===== src/rtl/id_ex_stage_reg_pkg.sv =====
// id_ex_stage_reg_pkg: shared pipeline widths, ALU op codes, register-zero and bubble-control constants
package id_ex_stage_reg_pkg;
  localparam int DATA_W_DEF  = 32;
  localparam int RADDR_W_DEF = 5;
  localparam int ALUOP_W_DEF = 4;
  localparam int CNT_W_DEF   = 16;
  localparam int REG_ZERO    = 0;
  localparam int CTRL_W      = 6;
  typedef enum logic [ALUOP_W_DEF-1:0] {
    ALU_AND = 4'd0,
    ALU_OR  = 4'd1,
    ALU_ADD = 4'd2,
    ALU_SUB = 4'd6,
    ALU_SLT = 4'd7,
    ALU_NOR = 4'd12
  } alu_op_e;
  // {RegDst, ALUSrc, MemRead, MemWrite, RegWrite, MemtoReg}; all-zero so a bubble has no side effects
  localparam logic [CTRL_W-1:0] BUBBLE_CTRL = '0;
endpackage


===== src/rtl/id_ex_stage_reg_hazard.sv =====
// load_use_hazard_detect: combinational load-use detection driving stall, PCWrite and IF_IDWrite
module load_use_hazard_detect
  import id_ex_stage_reg_pkg::*;
#(
  parameter int RADDR_W = RADDR_W_DEF
) (
  input  logic               id_ex_valid_i,
  input  logic               id_ex_mem_read_i,
  input  logic [RADDR_W-1:0] id_ex_rt_i,
  input  logic               id_valid_i,
  input  logic [RADDR_W-1:0] id_rs_i,
  input  logic [RADDR_W-1:0] id_rt_i,
  input  logic               id_uses_rt_i,
  input  logic               ex_flush_i,
  output logic               stall_o,
  output logic               pc_write_o,
  output logic               if_id_write_o
);
  logic load_use;
  assign load_use = id_ex_valid_i & id_ex_mem_read_i & (id_ex_rt_i != RADDR_W'(REG_ZERO)) & id_valid_i &
                    ((id_ex_rt_i == id_rs_i) | (id_uses_rt_i & (id_ex_rt_i == id_rt_i)));
  // A redirect kills the dependent instruction anyway, so it never stalls
  assign stall_o       = load_use & ~ex_flush_i;
  assign pc_write_o    = ~stall_o;
  assign if_id_write_o = ~stall_o;
endmodule


===== src/rtl/id_ex_stage_reg.sv =====
// id_ex_stage_reg: ID/EX pipeline register with load-use stall, flush bubbles, WB write-through and stall counter
module id_ex_stage_reg
  import id_ex_stage_reg_pkg::*;
#(
  parameter int DATA_W  = DATA_W_DEF,
  parameter int RADDR_W = RADDR_W_DEF,
  parameter int ALUOP_W = ALUOP_W_DEF,
  parameter int CNT_W   = CNT_W_DEF
) (
  input  logic               CLK,
  input  logic               RST_N,
  input  logic               ID_Valid,
  input  logic [DATA_W-1:0]  ID_PC4,
  input  logic [DATA_W-1:0]  ID_ReadData1,
  input  logic [DATA_W-1:0]  ID_ReadData2,
  input  logic [DATA_W-1:0]  ID_SignExtImm,
  input  logic [RADDR_W-1:0] ID_RegisterRs,
  input  logic [RADDR_W-1:0] ID_RegisterRt,
  input  logic [RADDR_W-1:0] ID_RegisterRd,
  input  logic               ID_UsesRt,
  input  logic               ID_RegDst,
  input  logic               ID_ALUSrc,
  input  logic               ID_MemRead,
  input  logic               ID_MemWrite,
  input  logic               ID_RegWrite,
  input  logic               ID_MemtoReg,
  input  logic [ALUOP_W-1:0] ID_ALUOp,
  input  logic               MEM_WBRegWrite,
  input  logic [RADDR_W-1:0] MEM_WBRegisterRd,
  input  logic [DATA_W-1:0]  MEM_WBWriteData,
  input  logic               EX_Flush,
  output logic               ID_EXValid,
  output logic [DATA_W-1:0]  ID_EXPC4,
  output logic [DATA_W-1:0]  ID_EXReadData1,
  output logic [DATA_W-1:0]  ID_EXReadData2,
  output logic [DATA_W-1:0]  ID_EXSignExtImm,
  output logic [RADDR_W-1:0] ID_EXRegisterRs,
  output logic [RADDR_W-1:0] ID_EXRegisterRt,
  output logic [RADDR_W-1:0] ID_EXRegisterRd,
  output logic               ID_EXRegDst,
  output logic               ID_EXALUSrc,
  output logic               ID_EXMemRead,
  output logic               ID_EXMemWrite,
  output logic               ID_EXRegWrite,
  output logic               ID_EXMemtoReg,
  output logic [ALUOP_W-1:0] ID_EXALUOp,
  output logic               PCWrite,
  output logic               IF_IDWrite,
  output logic [CNT_W-1:0]   StallCount
);
  logic               valid_q, valid_d;
  logic [DATA_W-1:0]  pc4_q, pc4_d, rd1_q, rd1_d, rd2_q, rd2_d, imm_q, imm_d;
  logic [RADDR_W-1:0] rs_q, rs_d, rt_q, rt_d, rd_q, rd_d;
  logic [CTRL_W-1:0]  ctrl_q, ctrl_d;
  logic [ALUOP_W-1:0] aluop_q, aluop_d;
  logic [CNT_W-1:0]   cnt_q, cnt_d;
  logic               stall, bubble, wb_hit, byp1, byp2;

  load_use_hazard_detect #(.RADDR_W(RADDR_W)) u_hazard (
    .id_ex_valid_i    (valid_q),
    .id_ex_mem_read_i (ctrl_q[3]),
    .id_ex_rt_i       (rt_q),
    .id_valid_i       (ID_Valid),
    .id_rs_i          (ID_RegisterRs),
    .id_rt_i          (ID_RegisterRt),
    .id_uses_rt_i     (ID_UsesRt),
    .ex_flush_i       (EX_Flush),
    .stall_o          (stall),
    .pc_write_o       (PCWrite),
    .if_id_write_o    (IF_IDWrite)
  );

  assign bubble = EX_Flush | stall | ~ID_Valid;
  assign wb_hit = MEM_WBRegWrite & (MEM_WBRegisterRd != RADDR_W'(REG_ZERO));
  assign byp1   = wb_hit & (MEM_WBRegisterRd == ID_RegisterRs);
  assign byp2   = wb_hit & (MEM_WBRegisterRd == ID_RegisterRt);

  // Data fields latch unconditionally; a bubble is made harmless by its cleared valid, controls and addresses
  always_comb begin
    valid_d = ~bubble;
    pc4_d   = ID_PC4;
    rd1_d   = byp1 ? MEM_WBWriteData : ID_ReadData1;
    rd2_d   = byp2 ? MEM_WBWriteData : ID_ReadData2;
    imm_d   = ID_SignExtImm;
    rs_d    = bubble ? RADDR_W'(REG_ZERO) : ID_RegisterRs;
    rt_d    = bubble ? RADDR_W'(REG_ZERO) : ID_RegisterRt;
    rd_d    = bubble ? RADDR_W'(REG_ZERO) : ID_RegisterRd;
    ctrl_d  = bubble ? BUBBLE_CTRL : {ID_RegDst, ID_ALUSrc, ID_MemRead, ID_MemWrite, ID_RegWrite, ID_MemtoReg};
    aluop_d = bubble ? '0 : ID_ALUOp;
    cnt_d   = (stall && cnt_q != '1) ? cnt_q + 1'b1 : cnt_q;
  end

  always_ff @(posedge CLK or negedge RST_N) begin
    if (!RST_N) begin
      valid_q <= 1'b0;
      pc4_q   <= '0;
      rd1_q   <= '0;
      rd2_q   <= '0;
      imm_q   <= '0;
      rs_q    <= '0;
      rt_q    <= '0;
      rd_q    <= '0;
      ctrl_q  <= '0;
      aluop_q <= '0;
      cnt_q   <= '0;
    end else begin
      valid_q <= valid_d;
      pc4_q   <= pc4_d;
      rd1_q   <= rd1_d;
      rd2_q   <= rd2_d;
      imm_q   <= imm_d;
      rs_q    <= rs_d;
      rt_q    <= rt_d;
      rd_q    <= rd_d;
      ctrl_q  <= ctrl_d;
      aluop_q <= aluop_d;
      cnt_q   <= cnt_d;
    end
  end

  assign ID_EXValid      = valid_q;
  assign ID_EXPC4        = pc4_q;
  assign ID_EXReadData1  = rd1_q;
  assign ID_EXReadData2  = rd2_q;
  assign ID_EXSignExtImm = imm_q;
  assign ID_EXRegisterRs = rs_q;
  assign ID_EXRegisterRt = rt_q;
  assign ID_EXRegisterRd = rd_q;
  assign {ID_EXRegDst, ID_EXALUSrc, ID_EXMemRead, ID_EXMemWrite, ID_EXRegWrite, ID_EXMemtoReg} = ctrl_q;
  assign ID_EXALUOp      = aluop_q;
  assign StallCount      = cnt_q;
endmodule

===== config.mk =====
export PLATFORM = sky130hd
export DESIGN_NAME = id_ex_stage_reg
export DESIGN_NICKNAME = d
export VERILOG_FILES = /design/src/rtl/id_ex_stage_reg_pkg.sv /design/src/rtl/id_ex_stage_reg_hazard.sv /design/src/rtl/id_ex_stage_reg.sv
export SDC_FILE = /design/constraint.sdc
export NUM_CORES = 1
export LEC_CHECK = 0
export CAP_MARGIN = 25
export CORE_AREA = 2 2 144 146
export DETAILED_ROUTE_END_ITERATION = 7
export DIE_AREA = 0 0 146 148
export GPL_TIMING_DRIVEN = 0
export PLACE_DENSITY = 0.65
export SETUP_SLACK_MARGIN = 0.1
export SYNTH_ARGS = -nofsm -noshare
export SYNTH_HDL_FRONTEND = slang
export SYNTH_HIERARCHICAL = 1
export SYNTH_SLANG_ARGS = --single-unit
export TNS_END_PERCENT = 50

===== constraint.sdc =====
create_clock -name CLK -period 2.9 [get_ports CLK]
set_clock_uncertainty 0.15 [all_clocks]
set_input_delay 0.58 -clock CLK [delete_from_list [all_inputs] [get_ports CLK]]
set_output_delay 0.58 -clock CLK [all_outputs]
set_load 0.02 [all_outputs]

Word-level counts from Yosys, hierarchy flattened. Cells that the tools add are included.

$add $sub $neg: 1. Multiply operators: 0. Divide/modulo/power cells: 0. Magnitude comparators: 0. Equality and inequality tests: 5. Shift operators: 0. Muxes and demuxes: 7. Bitwise operators: 16. Reduce and logical (&&, ||, !) cells: 3.

Operators by type and width (count): 32-bit two-way mux (2); 5-bit == test (4); 16-bit by 1-bit adder with 16-bit output, second input constant (1); 16-bit inequality test, second input constant (1); 5-bit two-way mux (3); 5-bit nonzero test (2); 1-bit AND (9); 6-bit two-way mux (1); 4-bit two-way mux (1); 1-bit inverter (4); 1-bit OR (3); 1-bit logical AND (1).

Bits in registers: 170. Bits in latches: 0. Memory bits (writable): 0. ROM bits: 0. Bits of input ports: 196. Output and inout bits: 172. Logic and storage cells: 43. Memories: 0.

Depth between registers and ports, before layout. Gate-level depths: netlist of run 1.

Depth after elaboration: 8. Mapped depth: 8. Mapped depth without buffers: 8.

Modules after synthesis. Netlist of run 1, hierarchy kept.

Modules (own cells, without submodules): id_ex_stage_reg (times used 1, cells each 336, area an instance 5959.5 µm², seq. area each 4254.1 µm²); load_use_hazard_detect (times used 1, cells each 20, area an instance 158.9 µm², seq. area each 0.0 µm²).

Least setup slack after synthesis of run 1. OpenSTA, ideal clock, no wires.

Path kind: flip-flop to output port. Start point: register rt_q[3], in the netlist ID_EXRegisterRt[3]. End point: output port PCWrite. Arrival time: 1.698 ns. Data required time: 2.170 ns. Setup slack: 0.472 ns. Stages on the path, launching flop included: 4. Path buffers: 1. Cell sequence: dfrtp_1 or4_4 o211ai_1 buf_4.

Longest elaborated chain between the ends: 6. Elaborated cells between the ends (all ways): 10. Classes of those cells: eq/ne (2); bitwise (7); reduce/logical (1).

RTL lines: from (decl) (RTL line id_ex_stage_reg.sv:53) `logic [RADDR_W-1:0] rs_q, rs_d, rt_q, rt_d, rd_q, rd_d;`; from (signal assigned) (RTL line id_ex_stage_reg.sv:113) `rt_q <= rt_d;`; 5-bit == test / 5-bit nonzero test (equally long branches) (RTL line id_ex_stage_reg_hazard.sv:21, id_ex_stage_reg_hazard.sv:20); 1-bit AND, on equally long branches (RTL line id_ex_stage_reg_hazard.sv:21, id_ex_stage_reg_hazard.sv:20); 1-bit OR / 1-bit AND (equally long branches) (RTL line id_ex_stage_reg_hazard.sv:21, id_ex_stage_reg_hazard.sv:20); 1-bit AND * (RTL line id_ex_stage_reg_hazard.sv:20) `assign load_use = id_ex_valid_i & id_ex_mem_read_i & (id_ex_rt_i != RADDR_W'(REG_ZERO)) & id_valid_i &`; 1-bit AND * (RTL line id_ex_stage_reg_hazard.sv:23) `assign stall_o = load_use & ~ex_flush_i;`; 1-bit inverter *; to (decl) (RTL line id_ex_stage_reg.sv:47) `output logic PCWrite,`.

Every way passes the cells marked *; elsewhere a longest branch is shown, timed or not.

Worst setup path after layout of run 1.
Start point: register rt_q[3], in the netlist ID_EXRegisterRt[3]. End point: output port PCWrite.

Longest elaborated chain between the ends: 6. Elaborated cells between the ends (all ways): 10. Classes of those cells: eq/ne (2); bitwise (7); reduce/logical (1).

RTL lines: 5-bit == test / 5-bit nonzero test (equally long branches) (RTL line id_ex_stage_reg_hazard.sv:21, id_ex_stage_reg_hazard.sv:20); 1-bit AND, on equally long branches (RTL line id_ex_stage_reg_hazard.sv:21, id_ex_stage_reg_hazard.sv:20); 1-bit OR / 1-bit AND (equally long branches) (RTL line id_ex_stage_reg_hazard.sv:21, id_ex_stage_reg_hazard.sv:20); 1-bit AND * (RTL line id_ex_stage_reg_hazard.sv:20); 1-bit AND * (RTL line id_ex_stage_reg_hazard.sv:23); 1-bit inverter * (RTL line id_ex_stage_reg_hazard.sv:24) `assign pc_write_o = ~stall_o;`.

Marked as above.

==> impl_results.md, run 1 <==
- Crit path arrival time: 1980 ps
- Crit. End Element: output port
- Nets: 945
- Die height: 148 µm
- Crit-path slowest cell: or4_4
- Crit path largest cell delay: 550 ps
- WHS: 352 ps
- Vias in the first global route: 4,933
- Clk sink count: 170
- Routing usage on met2: 32.2%
- DPL Wire Length: 15.5 mm
- Buffers & Inverters on Critical Path: 2
- Syn Area/Cell: 17.2 µm²
- Initial antenna violation count: 1
- Port Buffers: 367
- Setup TNS: 0 ps
- Global route overflow: 0
- Core area: 20,000 µm²
- Power density cells: 528 nW/µm²
- Pre-CTS setup slack: -414 ps
- CTS max path bufs: 2
- Via count: 4,428
- Final worst path period share: 93.5%
- CTS tree: built
- Row count: 52
- Max Slew Vio Count: 0
- Synth Cell Area: 6120 µm²
- Post-synthesis cell type count: 31
- Leak Pwr: 4.56 nW
- Met1 Use GR: 19.6%
- Final Setup Violations: 0
- Setup ws final: 187 ps
- WL/cell: 18.8 µm
- Die area: 21,600 µm²
- Clock buffer count from CTS: 17
- Min Tclk post-route: 2710 ps
- RSZ-0062 raised after global routing: no
- GP Congestion: 0.795
- Yosys Warn Count: 6
- Gr busiest metal: met2
- Final hold violation count: 0
- FMAX: 0.369 GHz
- Syn Inst Count: 356
- Crit path kind: flip-flop to output port
- Antenna viol nets, final: 0
- Largest net degree at the start of global routing: 128
- Io pins: 368
- Gr usage total: 18.1%
- Skew-Pair Late Insertion Delay: 430 ps
- Number of vias per cell: 4.29
- Max cap viols: 0
- DR pass1 iterations: 4
- Req. time, crit path: 2170 ps
- Layout cell share with drive strength beyond 1: 15.8%
- Flops & latches, synth: 170
- Worst Tran Pin Value: 653 ps
- Initial DRC count: 96
- CTS Root Cell: clkbuf_16
- H-tree depth: 4
- Register area share after synthesis: 69.5%
- Die Width: 146 µm
- Clock-pin slew on the worst setup and hold paths: 70 ps
- Starting density of the core: 30.5%
- Cell chain of the critical path: or4_4, o211ai_1, buf_4, buf_2
- Slew headroom: 56.5%
- Overall Power: 5.69 mW
- Min-delay worst type: flip-flop to flip-flop
- Max FO, Critical Path: 2
- DR DRC count: 0
- Delay-heaviest family, CP: simple AND/OR/NAND/NOR gates
- Run status: complete, no violations
- Post-Syn Nets: 553
- GR Util met3: 7.01%
- WL final: 19.4 mm
- Worst Setup Start Kind: flip-flop
- Peak supply drop: 0.375 mV
- Synth-to-Final Area Change: 76.2%
- First-pass GRT wire length: 29.3 mm
-- metrics by stage --
| stage | util (%) | instance area, µm² | instances |
|---|---|---|---|
| 3_5_place_dp | 50.7 | 10200 | 994 |
| 2_1_floorplan | - | 6120 | 356 |
| 3_3_place_gp | 50.5 | 10100 | 993 |
| 6_report | 53.8 | 10800 | 1031 |
| 5_1_grt | 53.8 | 10800 | 1030 |
| 4_1_cts | 53.8 | 10800 | 1030 |
-- routing by layer --
layer	vias to the layer above	wire length, µm
met5	-	0
met4	0	408
met1	2168	7210
li1	1996	-
met3	25	1690
met2	239	10100
-- cell type report --
type	count	area [µm²]
Antenna cell	1	2.50
Buffer	9	82.6
Clock buffer	18	429
Clock inverter	13	156
Fill cell	1717	9260
Inverter	1	3.75
Multi-Input combinational cell	176	1790
Sequential cell	170	4260
Tap cell	270	338
Timing Repair Buffer	373	3720
-- where the power goes --
part	total, mW	switching [mW]	internal, mW
logic	0.886	0.364	0.522
registers	2.52	0.0347	2.48
clock network	2.29	0.998	1.29
total	5.69	1.40	4.30
-- Yosys cell counts --
| master | count | area share, % |
|---|---|---|
| dfrtp_1 | 170 | 70 |
| or2_2 | 1 | 0.10 |
| buf_4 | 1 | 0.12 |
| o211ai_1 | 1 | 0.12 |
| mux2_4 | 60 | 15 |
| nand2_1 | 7 | 0.43 |
| xnor2_1 | 25 | 3.6 |
| or3_1 | 1 | 0.10 |
| nor4_4 | 2 | 0.70 |
| o21ai_4 | 1 | 0.27 |
| nor3b_1 | 1 | 0.12 |
| nand3b_1 | 1 | 0.12 |
| a21oi_1 | 1 | 0.082 |
| nor4_1 | 3 | 0.31 |
| o211a_1 | 1 | 0.16 |
| clkbuf_1 | 2 | 0.12 |
| nand4_1 | 7 | 0.72 |
| and4b_1 | 1 | 0.16 |
| nand3_1 | 10 | 0.82 |
| nor3_1 | 3 | 0.25 |
| o41ai_4 | 1 | 0.45 |
| inv_1 | 1 | 0.061 |
| mux2_2 | 5 | 0.92 |
| or4_4 | 2 | 0.37 |
| ha_1 | 1 | 0.20 |
| nor2_1 | 5 | 0.31 |
| buf_6 | 6 | 1.1 |
| o22ai_1 | 1 | 0.10 |
| xor2_1 | 9 | 1.3 |
| and2_1 | 25 | 2.6 |
| and3_1 | 1 | 0.10 |
-- flip-flops by register name, summed over array words and instances (netlist names) --
name and count:
ID_EXPC4 32, StallCount 16, ID_EXRegisterRt 5, ID_EXALUOp 4, ID_EXSignExtImm 32, ID_EXReadData2 32, ID_EXRegisterRs 5, ID_EXValid 1
ctrl_q 6, ID_EXRegisterRd 5, ID_EXReadData1 32
-- kinds of logic after synthesis --
group / after synthesis / share of synthesized area [%]
multiplexers: 65 / 15.6
AO/OA/AOI/OAI: 6 / 1.19
XOR/XNOR: 34 / 4.87
adder cells (fa/ha/maj): 1 / 0.204
AND/OR/NAND/NOR: 70 / 7.16
flip-flops: 170 / 69.5
buffers and inverters: 10 / 1.41
-- worst paths after layout --
kind	endpoint	depth (start not counted)	slack (ps)	from
max in group asynchronous	ID_EXPC4[6]$_DFF_PN0_	3	1170	RST_N
worst min-delay path	StallCount[5]$_DFFE_PN0P_	1	350	StallCount[5]$_DFFE_PN0P_
min in group asynchronous	StallCount[1]$_DFFE_PN0P_	2	460	RST_N
worst min register to register	StallCount[5]$_DFFE_PN0P_	1	350	StallCount[5]$_DFFE_PN0P_
worst max register to register	ID_EXRegisterRd[0]$_DFF_PN0_	5	330	ID_EXRegisterRt[3]$_DFF_PN0_
worst max-delay path	PCWrite	4	190	ID_EXRegisterRt[3]$_DFF_PN0_
-- what timing repair did --
action / 4_1_cts / 5_1_grt
setup buffers: 4 / 0
pin swaps: 2 / 1
endpoints found under the hold margin: 43 / 0
endpoints found under the setup margin: 12 / 1
resized for setup: 18 / 2
hold buffers: 1 / 0
-- cells in the final DEF (no fill, tap or decap), types with 5 or more instances in the layout --
cell               n
and2_1            25
buf_4              5
buf_6              6
clkbuf_16         17
clkdlybuf4s50_1  354
dfrtp_1          169
dlygate4sd2_1     10
inv_6              6
mux2_2             5
mux2_4            60
nand2_1            7
nand3_1           10
nand4_1            7
nor2_1             5
xnor2_1           25
xor2_1             9
Note: power is estimated with default switching activity, not from simulation.
==> run 2, diff against run 1 <==
--- a/config.mk
+++ b/config.mk
@@ -5,12 +5,13 @@
 export SDC_FILE = /design/constraint.sdc
 export NUM_CORES = 1
 export LEC_CHECK = 0
-export CAP_MARGIN = 25
+export CAP_MARGIN = 20
 export CORE_AREA = 2 2 144 146
 export DETAILED_ROUTE_END_ITERATION = 7
 export DIE_AREA = 0 0 146 148
 export GPL_TIMING_DRIVEN = 0
 export PLACE_DENSITY = 0.65
+export REMOVE_ABC_BUFFERS = 1
 export SETUP_SLACK_MARGIN = 0.1
 export SYNTH_ARGS = -nofsm -noshare
 export SYNTH_HDL_FRONTEND = slang
==> impl_results.md, run 2 (synthesized netlist as in run 1, its figures left out) <==
- Critical R2R Launch: ID_EXRegisterRt[3]$_DFF_PN0_
- Antenna viol nets, final: 0 (unchanged)
- Die Width: 146 µm (unchanged)
- RSZ-0062 raised after global routing: no
- Skew-Pair Late Insertion Delay: 420 ps (about the same)
- Initial antenna violation count: 3 (+2)
- Run status: complete, no violations
- Cell chain of the critical path: or4_4, o211ai_1, buf_4, clkdlybuf4s15_2
- Sequential share of power: 44.7% (+0.5 points)
- Final Setup Violations: 0 (unchanged)
- Gr usage total: 17.2% (-0.84 points)
- Final Core Density: 54.1% (+0.29 points)
- Max FO, Critical Path: 4 (+2)
- Layout Cells excl Fill: 1,032 (+0.097%)
- Worst Hold End: StallCount[5]$_DFFE_PN0P_
- Crit path arrival time: 1970 ps (about the same)
- Row count: 52 (unchanged)
- Min-delay worst type: flip-flop to flip-flop
- Hold path depth: 1 (unchanged)
- Clk sink count: 170 (unchanged)
- Core area: 20,000 µm² (unchanged)
- Worst Tran Pin Value: 614 ps (-38.8 ps)
- Die area: 21,600 µm² (unchanged)
- Worst Setup Start Kind: flip-flop
- Port Buffers: 367 (unchanged)
- RR Endpoint: ctrl_q[4]$_DFF_PN0_
- FMAX: 0.370 GHz (+0.31%)
- WL final: 18.5 mm (-4.7%)
- CTS Root Cell: clkbuf_16
- Final worst path period share: 93.3% (-0.29 points)
- Leak Pwr: 4.60 nW (+0.91%)
- Peak supply drop: 0.362 mV (-3.3%)
- Internal power: 4.23 mW (-1.7%)
- Crit path kind: flip-flop to output port
- Nets: 945 (unchanged)
- Die height: 148 µm (unchanged)
- Combinational power share: 15.6% (about the same)
- Vias in the first global route: 4,862 (-1.4%)
- FF-to-FF path depth: 5 (unchanged)
- Slew headroom: 59.1% (+2.6 points)
- First-pass GRT wire length: 27.8 mm (-5.0%)
- Max cap viols: 0 (unchanged)
- Setup TNS: 0 ps (unchanged)
- Synth-to-Final Area Change: 77.1%
- Largest net degree at the start of global routing: 118 (-7.8%)
- Global route overflow: 0 (unchanged)
- GP Congestion: 0.776 (-2.4%)
- Via count: 4,376 (-1.2%)
- Max Slew Vio Count: 0 (unchanged)
- Most common cell after layout, fill and taps aside: clkdlybuf4s50_1
- WHS: 350 ps (-2.16 ps)
- Clock-pin slew on the worst setup and hold paths: 70 ps (about the same)
- Req. time, crit path: 2170 ps (about the same)
- Sw Share: 24.9% (+0.41 points)
- Crit path largest cell delay: 560 ps (about the same)
- Placed insts: 992 (-0.20%)
- Min Tclk post-route: 2700 ps (-8.49 ps)
- CTS tree: built
- FF-to-FF setup slack: 460 ps (+130 ps)
- Hold Startpoint: StallCount[5]$_DFFE_PN0P_
- WL/cell: 17.9 µm (-4.8%)
- Clk network pwr share: 39.7% (-0.5 points)
- Crit-path slowest cell: or4_4
- Power density cells: 520 nW/µm² (-1.6%)
- Most frequent cells in the layout: clkdlybuf4s50_1 (355), dfrtp_1 (170), mux2_4 (60)
- H-tree depth: 4 (unchanged)
- Final hold violation count: 0 (unchanged)
- DPL Wire Length: 15.0 mm (-3.1%)
- DR DRC count: 0 (unchanged)
- Clock buffer count from CTS: 17 (unchanged)
- Crit. End Element: output port
- Starting density of the core: 30.5% (unchanged)
- Layout cell share with drive strength beyond 1: 16.0% (+0.24 points)
- Number of vias per cell: 4.24 (-1.3%)
- Initial DRC count: 92 (-4.2%)
- Io pins: 368 (unchanged)
- DR pass1 iterations: 4 (unchanged)
- CTS max path bufs: 2 (unchanged)
- Psw: 1.40 mW (+0.53%)
## run 2: changes by cell type in the layout (fill, tap and decap cells not counted), sizes merged
cell           before  now
clkdlybuf4s15       0    2
buf                14   15
dlymetal6s2s        0    4
inv                 9    6
clkdlybuf4s50     354  355
clkbuf             21   18
bufinv              2    1
dlygate4sd2        10    5
clkinvlp            1    3
clkinv              2    5
## run 2: through the flow
| step | cell area (µm²) | power (mW) | worst slack, ps |
|---|---|---|---|
| detailed placement | 10200 | 3.45 | -395 |
| global route | 10800 | 5.86 | 103 |
| finish | 10800 | 5.63 | 196 |
| floorplan | 6040 | 2.85 | -353 |
| global placement | 10000 | 3.43 | -5530 |
| CTS | 10800 | 5.72 | 101 |
## run 2: worst max-delay path, delay by kind of cell (launching register included)
| kind | cells | cell delay (ps) |
|---|---|---|
| and+or+nand+nor | 1 | 560 |
| DFF | 1 | 430 |
| AOI/OAI and AO/OA | 1 | 170 |
| buffers and inverters | 2 | 400 |
## run 2: worst max path at each step
stage | cells after the start | from | to | slack [ps]
5_1_grt | 7 | ID_RegisterRt[1] | PCWrite | 100
3_3_place_gp | 1 | RST_N | ID_EXSignExtImm[11]$_DFF_PN0_ | -5530
2_1_floorplan | 4 | MEM_WBRegisterRd[4] | ID_EXReadData1[0]$_DFF_PN0_ | -350
6_report | 4 | ID_EXRegisterRt[3]$_DFF_PN0_ | PCWrite | 200
4_1_cts | 7 | ID_RegisterRt[0] | PCWrite | 100
3_5_place_dp | 7 | ID_RegisterRs[4] | ID_EXReadData1[8]$_DFF_PN0_ | -400
## run 2: layer usage
layer	track usage [%]	wire [µm]	up-vias
li1	-	-	1995
met1	17.4	6500	2114
met2	31.7	9820	241
met3	8.21	1900	24
met4	4.90	261	2
met5	0	16	-
## run 2: power by group through the flow
stage | registers (mW) | clock network (mW) | logic (mW)
4_1_cts | 2.52 | 2.31 | 0.894
5_1_grt | 2.53 | 2.40 | 0.933
3_5_place_dp | 2.56 | 0 | 0.890
2_1_floorplan | 2.71 | 0 | 0.135
3_3_place_gp | 2.56 | 0 | 0.871
6_report | 2.52 | 2.23 | 0.880
## run 2: final cells by class
cell class                      instances  area (µm²)
Clock inverter                         14         160
Antenna cell                            1        2.50
Multi-Input combinational cell        176        1790
Timing Repair Buffer                  382        3860
Tap cell                              270         338
Inverter                                1        3.75
Fill cell                            1683        9200
Sequential cell                       170        4250
Clock buffer                           18         429
## run 2: repair_timing
item	4_1_cts	5_1_grt
hold buffers	1	0
pin swaps	2	1
setup buffers	3	3
hold endpoints to repair	53	0
resized for setup	12	4
setup endpoints to repair	13	14
